### src/rtl/tl_ul_master_seq.sv
// TileLink-UL master sequencer: turns a command stream into A-channel
// Get/PutFullData/PutPartialData beats with per-source tracking, and
// returns D-channel responses through a one-entry response register.
// Protocol checking, illegal-command detection and a watchdog are included.
module tl_ul_master_seq #(
   parameter int unsigned ADDR_W  = 32,
   parameter int unsigned DATA_W  = 64,
   parameter int unsigned NUM_SRC = 4,
   parameter int unsigned SRC_W   = 2,
   parameter int unsigned TIMEOUT = 1024
) (
   input  logic                clock,
   input  logic                reset,
   // command stream
   input  logic                cmd_valid,
   output logic                cmd_ready,
   input  logic                cmd_write,
   input  logic [ADDR_W-1:0]   cmd_addr,
   input  logic [3:0]          cmd_size,
   input  logic [DATA_W/8-1:0] cmd_mask,
   input  logic [DATA_W-1:0]   cmd_data,
   // A channel
   input  logic                a_ready,
   output logic                a_valid,
   output logic [2:0]          a_opcode,
   output logic [2:0]          a_param,
   output logic [3:0]          a_size,
   output logic [SRC_W-1:0]    a_source,
   output logic [ADDR_W-1:0]   a_address,
   output logic [DATA_W/8-1:0] a_mask,
   output logic [DATA_W-1:0]   a_data,
   output logic                a_corrupt,
   // D channel
   input  logic                d_valid,
   output logic                d_ready,
   input  logic [2:0]          d_opcode,
   input  logic [3:0]          d_size,
   input  logic [SRC_W-1:0]    d_source,
   input  logic                d_denied,
   input  logic                d_corrupt,
   input  logic [DATA_W-1:0]   d_data,
   // response stream
   output logic                rsp_valid,
   input  logic                rsp_ready,
   output logic [SRC_W-1:0]    rsp_source,
   output logic [DATA_W-1:0]   rsp_data,
   output logic                rsp_err,
   // status
   output logic [SRC_W:0]      outstanding,
   output logic                proto_err,
   output logic                cmd_err,
   output logic                timeout,
   input  logic                clear_err
);

   localparam int unsigned MASK_W   = DATA_W / 8;
   localparam int unsigned SRC_N    = 1 << SRC_W;
   localparam int unsigned LG_BYTES = $clog2(MASK_W);
   localparam int unsigned CNT_W    = (TIMEOUT > 0) ? $clog2(TIMEOUT + 1) : 1;

   typedef enum logic [2:0] {
      OP_PUT_FULL    = 3'd0,
      OP_PUT_PARTIAL = 3'd1,
      OP_GET         = 3'd4
   } a_op_e;

   typedef enum logic [2:0] {
      D_ACK      = 3'd0,
      D_ACK_DATA = 3'd1
   } d_op_e;

   // source tracking (sized to the full source field; entries >= NUM_SRC stay 0)
   logic [SRC_N-1:0]  busy_q, busy_d;
   logic [SRC_N-1:0]  exp_data_q, exp_data_d;
   logic              run_q;

   // A-channel register
   logic              a_valid_q, a_valid_d;
   a_op_e             a_opcode_q, a_opcode_d;
   logic [3:0]        a_size_q, a_size_d;
   logic [SRC_W-1:0]  a_source_q, a_source_d;
   logic [ADDR_W-1:0] a_address_q, a_address_d;
   logic [MASK_W-1:0] a_mask_q, a_mask_d;
   logic [DATA_W-1:0] a_data_q, a_data_d;

   // response register
   logic              rsp_valid_q, rsp_valid_d;
   logic [SRC_W-1:0]  rsp_source_q, rsp_source_d;
   logic [DATA_W-1:0] rsp_data_q, rsp_data_d;
   logic              rsp_err_q, rsp_err_d;

   // status
   logic [SRC_W:0]    outstanding_q, outstanding_d;
   logic [CNT_W-1:0]  wd_cnt_q, wd_cnt_d;
   logic              proto_err_q, proto_err_d;
   logic              cmd_err_q, cmd_err_d;
   logic              timeout_q, timeout_d;

   logic              any_free;
   logic [SRC_W-1:0]  alloc_idx;
   logic              cmd_fire, cmd_legal, issue;
   logic              d_fire, d_src_known, mismatch;
   logic              unused_inputs;

   assign unused_inputs = ^d_size;

   // lowest-numbered free source below NUM_SRC
   always_comb begin
      any_free  = 1'b0;
      alloc_idx = '0;
      for (int unsigned i = 0; i < NUM_SRC; i++) begin
         if (!busy_q[i] && !any_free) begin
            any_free  = 1'b1;
            alloc_idx = SRC_W'(i);
         end
      end
   end

   // run_q keeps the ready outputs low while in reset and for the first cycle after
   assign cmd_ready = run_q && any_free && (!a_valid_q || a_ready);
   assign d_ready   = run_q && (!rsp_valid_q || rsp_ready);

   assign cmd_fire    = cmd_valid && cmd_ready;
   assign cmd_legal   = (cmd_size <= 4'(LG_BYTES));
   assign issue       = cmd_fire && cmd_legal;
   assign d_fire      = d_valid && d_ready;
   assign d_src_known = (32'(d_source) < NUM_SRC) && busy_q[d_source];
   assign mismatch    = exp_data_q[d_source] ? (d_opcode != D_ACK_DATA)
                                             : (d_opcode != D_ACK);

   // next-state for source tracking, A/response registers, watchdog and flags
   always_comb begin
      busy_d       = busy_q;
      exp_data_d   = exp_data_q;
      a_valid_d    = a_valid_q;
      a_opcode_d   = a_opcode_q;
      a_size_d     = a_size_q;
      a_source_d   = a_source_q;
      a_address_d  = a_address_q;
      a_mask_d     = a_mask_q;
      a_data_d     = a_data_q;
      rsp_valid_d  = rsp_valid_q;
      rsp_source_d = rsp_source_q;
      rsp_data_d   = rsp_data_q;
      rsp_err_d    = rsp_err_q;
      wd_cnt_d     = wd_cnt_q;

      // free on D first, then allocate, so a same-cycle accept always sticks
      if (d_fire) begin
         busy_d[d_source] = 1'b0;
      end
      if (issue) begin
         busy_d[alloc_idx]     = 1'b1;
         exp_data_d[alloc_idx] = !cmd_write;
      end
      for (int unsigned i = NUM_SRC; i < SRC_N; i++) begin
         busy_d[i]     = 1'b0;
         exp_data_d[i] = 1'b0;
      end

      outstanding_d = '0;
      for (int unsigned i = 0; i < SRC_N; i++) begin
         outstanding_d = outstanding_d + (SRC_W+1)'(busy_d[i]);
      end

      if (issue) begin
         a_valid_d   = 1'b1;
         a_size_d    = cmd_size;
         a_source_d  = alloc_idx;
         a_address_d = cmd_addr;
         a_mask_d    = cmd_mask;
         a_data_d    = cmd_data;
         if (!cmd_write) begin
            a_opcode_d = OP_GET;
         end else if (&cmd_mask) begin
            a_opcode_d = OP_PUT_FULL;
         end else begin
            a_opcode_d = OP_PUT_PARTIAL;
         end
      end else if (a_ready) begin
         a_valid_d = 1'b0;
      end

      if (d_fire) begin
         rsp_valid_d  = 1'b1;
         rsp_source_d = d_source;
         rsp_data_d   = d_data;
         rsp_err_d    = d_denied || d_corrupt || mismatch;
      end else if (rsp_ready) begin
         rsp_valid_d = 1'b0;
      end

      if (TIMEOUT == 0 || d_fire || outstanding_q == '0) begin
         wd_cnt_d = '0;
      end else if (wd_cnt_q != CNT_W'(TIMEOUT)) begin
         wd_cnt_d = wd_cnt_q + CNT_W'(1);
      end

      // sticky flags: a set event in the same cycle beats clear_err
      if (d_fire && !d_src_known) begin
         proto_err_d = 1'b1;
      end else if (clear_err) begin
         proto_err_d = 1'b0;
      end else begin
         proto_err_d = proto_err_q;
      end

      if (cmd_fire && !cmd_legal) begin
         cmd_err_d = 1'b1;
      end else if (clear_err) begin
         cmd_err_d = 1'b0;
      end else begin
         cmd_err_d = cmd_err_q;
      end

      if (TIMEOUT != 0 && wd_cnt_d == CNT_W'(TIMEOUT)) begin
         timeout_d = 1'b1;
      end else if (clear_err) begin
         timeout_d = 1'b0;
      end else begin
         timeout_d = timeout_q;
      end
   end

   // state registers; reset discards all in-flight tracking
   always_ff @(posedge clock or negedge reset) begin
      if (!reset) begin
         run_q         <= 1'b0;
         busy_q        <= '0;
         exp_data_q    <= '0;
         a_valid_q     <= 1'b0;
         a_opcode_q    <= OP_PUT_FULL;
         a_size_q      <= '0;
         a_source_q    <= '0;
         a_address_q   <= '0;
         a_mask_q      <= '0;
         a_data_q      <= '0;
         rsp_valid_q   <= 1'b0;
         rsp_source_q  <= '0;
         rsp_data_q    <= '0;
         rsp_err_q     <= 1'b0;
         outstanding_q <= '0;
         wd_cnt_q      <= '0;
         proto_err_q   <= 1'b0;
         cmd_err_q     <= 1'b0;
         timeout_q     <= 1'b0;
      end else begin
         run_q         <= 1'b1;
         busy_q        <= busy_d;
         exp_data_q    <= exp_data_d;
         a_valid_q     <= a_valid_d;
         a_opcode_q    <= a_opcode_d;
         a_size_q      <= a_size_d;
         a_source_q    <= a_source_d;
         a_address_q   <= a_address_d;
         a_mask_q      <= a_mask_d;
         a_data_q      <= a_data_d;
         rsp_valid_q   <= rsp_valid_d;
         rsp_source_q  <= rsp_source_d;
         rsp_data_q    <= rsp_data_d;
         rsp_err_q     <= rsp_err_d;
         outstanding_q <= outstanding_d;
         wd_cnt_q      <= wd_cnt_d;
         proto_err_q   <= proto_err_d;
         cmd_err_q     <= cmd_err_d;
         timeout_q     <= timeout_d;
      end
   end

   assign a_valid     = a_valid_q;
   assign a_opcode    = a_opcode_q;
   assign a_param     = '0;
   assign a_size      = a_size_q;
   assign a_source    = a_source_q;
   assign a_address   = a_address_q;
   assign a_mask      = a_mask_q;
   assign a_data      = a_data_q;
   assign a_corrupt   = 1'b0;
   assign rsp_valid   = rsp_valid_q;
   assign rsp_source  = rsp_source_q;
   assign rsp_data    = rsp_data_q;
   assign rsp_err     = rsp_err_q;
   assign outstanding = outstanding_q;
   assign proto_err   = proto_err_q;
   assign cmd_err     = cmd_err_q;
   assign timeout     = timeout_q;

endmodule

### config.mk
export PLATFORM = sky130hd
export DESIGN_NAME = tl_ul_master_seq
export DESIGN_NICKNAME = d
export VERILOG_FILES = /design/src/rtl/tl_ul_master_seq.sv
export SDC_FILE = /design/constraint.sdc
export NUM_CORES = 1
export LEC_CHECK = 0
export BUFFER_PORTS_ARGS = -buffer_cell sky130_fd_sc_hd__buf_4
export CELL_PAD_IN_SITES_DETAIL_PLACEMENT = 0
export CELL_PAD_IN_SITES_GLOBAL_PLACEMENT = 2
export CORE_UTILIZATION = 28
export DETAILED_ROUTE_END_ITERATION = 8
export PLACE_DENSITY = 0.84
export SLEW_MARGIN = 20
export SYNTH_ARGS = -nofsm -noshare
export SYNTH_HDL_FRONTEND = slang
export SYNTH_SLANG_ARGS = --single-unit
### constraint.sdc
create_clock -name clock -period 7.8 [get_ports clock]
set_clock_uncertainty 0.2 [all_clocks]
set_input_delay 0.39 -clock clock [delete_from_list [all_inputs] [get_ports clock]]
set_output_delay 0.39 -clock clock [all_outputs]
set_load 0.05 [all_outputs]
==> results.md <==
- GRT overflow: 0
- Drt total wl: ~28000 microns
- Area delta synth->final: 70.3%
- WS Path Type: in2reg
- Avg WL per Cell: 14.9 microns
- Die H: 173 microns
- TNS Setup: 0 ps
- Synth Area per Inst: 9.07 sq um
- Critical path cell sequence: dlygate4sd3_1 > buf_4 > and2_1 > and2_2 > buf_4 > nand2_1 > o21ai_0 > nand2_1 > fa_1 > ha_1 > ha_1
- CP peak stage delay: 560 ps
- Final hold vios: 0
- Synthesized area: 8230 sq um
- H-tree depth: 1
- DRC: 0
- Post-placement cell area: 11400 sq um
- DRT antenna net count: 0
- Number of nets in the layout: 1649
- Syn Inst Count: 907
- Root Driver: clkbuf_16
- Power Dens Cells: between 200 and 300 nW/um^2
- Routability cong.: 0.788
- Core ar.: 28800 sq um
- Most frequent cells in the layout: nand2_1, buf_4, dfrtp_1
- Largest net degree at the start of global routing: 86
- Reg2reg setup slack: between 4000 and 5000 ps
- Antenna violations before repair: 0
- CP Buf/Inv Count: 3
- Hold slack: 40.7 ps
- Vias in the first global route: 8117
- CTS buffer count: 25
- Endpoint class of the critical path: flip-flop
- Clock sinks: 207
- Initial DRT Pass Iterations: 4
- Ranking of synthesized cells by area: dfrtp_1, nand2_1, clkbuf_1
- Row count: 62
- Post-CTS Setup Bufs: 0
- Post_cts resized: 0
- Synth warn: 0
- Sequential share of the synthesized area: 0.630
- Routed vias: 7857
- Initial core utilization: 0.286
- Final worst-path cycle share: 0.413
- Cell taking the most area after synthesis: dfrtp_1
- Antenna Cells: 0
- Final instance area: 14000 sq um
- Async SR Flop Fraction: 1.00
- Hold endpoint: exp_data_q[1]
- VDD IR max: 0.000205 V
- P_leak: 7.49 nW
- Worst slew margin: 0.409
- HPWL after DPL: 18200 microns
- Worst-skew pair later-pin latency: 510 ps
- Final Non-Filler Cells: ~1.9k
- Setup ws final: roughly 4600 ps
- Die Wd: 173 microns
- Final min period: 3220 ps
- Startpoint type of the worst setup path: input port
- Top delay family on crit path: buffers and inverters
- Library cells used by synthesis: 48
- Vias/cell: 4.24
- MaxCap Viol Count: 0
- CTS Hold Bufs: 180
- Hold/Removal Path Class: in2reg
- CP arrival: about 3400 ps
- FMAX: approximately 310 MHz
- Critical R2R Capture: outstanding[1]
- EDFF count, synth: 0
- Initial DRC count: between 300 and 400
- CTS tree: built
- WHS Path Cells: 4
- Placement Setup Slack: 4570 ps
- Commonest non-fill, non-tap cell in the layout: nand2_1
- Top_reg_cell synth: dfrtp_1
- Gr usage total: 0.180
- Die area: 30100 sq um
- FF-to-FF Start: run_q
- RSZ-0062 raised after global routing: false
- Hold Crit Start: cmd_size[2]
- Final setup vio count: 0
- First-pass GRT wire length: 43500 microns
- Status: completed
- Clk buf depth: 3
- Post-synth top area share: 0.630
- Number of synthesized register bits: 207
- Share of layout cells above drive strength 1: 0.296
- Worst path slowest cell: buf_4
- Post-Place Cells: 1630
- Critical path peak fanout: 67
- Slew Viols, Final: 0
- Clk slew on worst S/H paths: approximately 60 ps
- Tightest Pin Transition: 887 ps
- # port buffers: 375
- Required time of the critical path: between 7000 and 8000 ps
- Worst R2R Path Depth: 9
- Num ports: between 300 and 400
## Yosys cell counts (all sizes together), types with 5 or more instances
master / n
nand2: 531
dfrtp: 207
clkbuf: 31
buf: 16
inv: 13
o21ai: 13
nand3: 12
nor2: 11
and2: 6
nand4: 6
o31ai: 5
## power by group
group	leakage, nW	switching (mW)	internal, mW
sequential	2.60	0.119	1.26
combinational	4.50	0.932	0.442
clock	0.392	0.442	0.708
## final cells by class
| class | count | area, sq um |
|---|---|---|
| Inverter | 13 | 48.8 |
| Timing Repair Buffer | 562 | 4680 |
| Sequential cell | 207 | 5180 |
| Clock buffer | 38 | 734 |
| Tap cell | 384 | 480 |
| Multi-Input combinational cell | 644 | 2820 |
| Clock inverter | 4 | 72.6 |
| Fill cell | 2677 | 14800 |
## how the worst max path moves through the flow
stage                          from              to  cells after the start
final                       d_valid  outstanding[1]                     11
after detailed placement  rsp_ready  outstanding[1]                     10
after global placement    rsp_ready  outstanding[1]                     10
after floorplan             a_valid  outstanding[1]                      9
after global routing        d_valid  outstanding[1]                     11
after CTS                   d_valid  outstanding[1]                     11
## worst reg2reg max path, cell delays in order, from the launching register on
cell	delay [ps]
dfrtp_1	430
and2_1	200
and2_2	150
buf_4	560
nand2_1	260
o21ai_0	200
nand2_1	120
fa_1	460
ha_1	190
ha_1	260
## cells by family after synthesis
group | count (synthesis) | share of synthesized area
buffers and inverters | 60 | 0.0318
XOR/XNOR | 6 | 0.00639
multiplexers | 6 | 0.0103
other | 2 | 0.000913
AND/OR/NAND/NOR | 585 | 0.282
adder cells (fa/ha/maj) | 5 | 0.00852
AO/OA/AOI/OAI | 36 | 0.0307
flip-flops | 207 | 0.630
## sequential cells by signal (all words and copies together), names as in the netlist
register     flops
a_address       32
a_source         2
a_data          64
exp_data_q       4
a_size           4
rsp_valid        1
proto_err        1
cmd_err          1
rsp_data        64
a_valid          1
rsp_err          1
rsp_source       2
wd_cnt_q        11
timeout          1
run_q            1
a_opcode         2
a_mask           8
busy_q           4
outstanding      3
## routing by layer
metal	GRT usage	part of all wire
met1	0.225	0.42
met5	0	0
met2	0.300	0.47
met3	0.0533	0.084
met4	0.0509	0.027
## through the flow
step	util	total power [mW]
floorplan	-	2.22
global placement	0.396	2.70
detailed placement	0.396	2.70
CTS	0.487	3.96
global route	0.487	4.10
finish	0.487	3.91
Note: power is estimated with default switching activity, not from simulation.
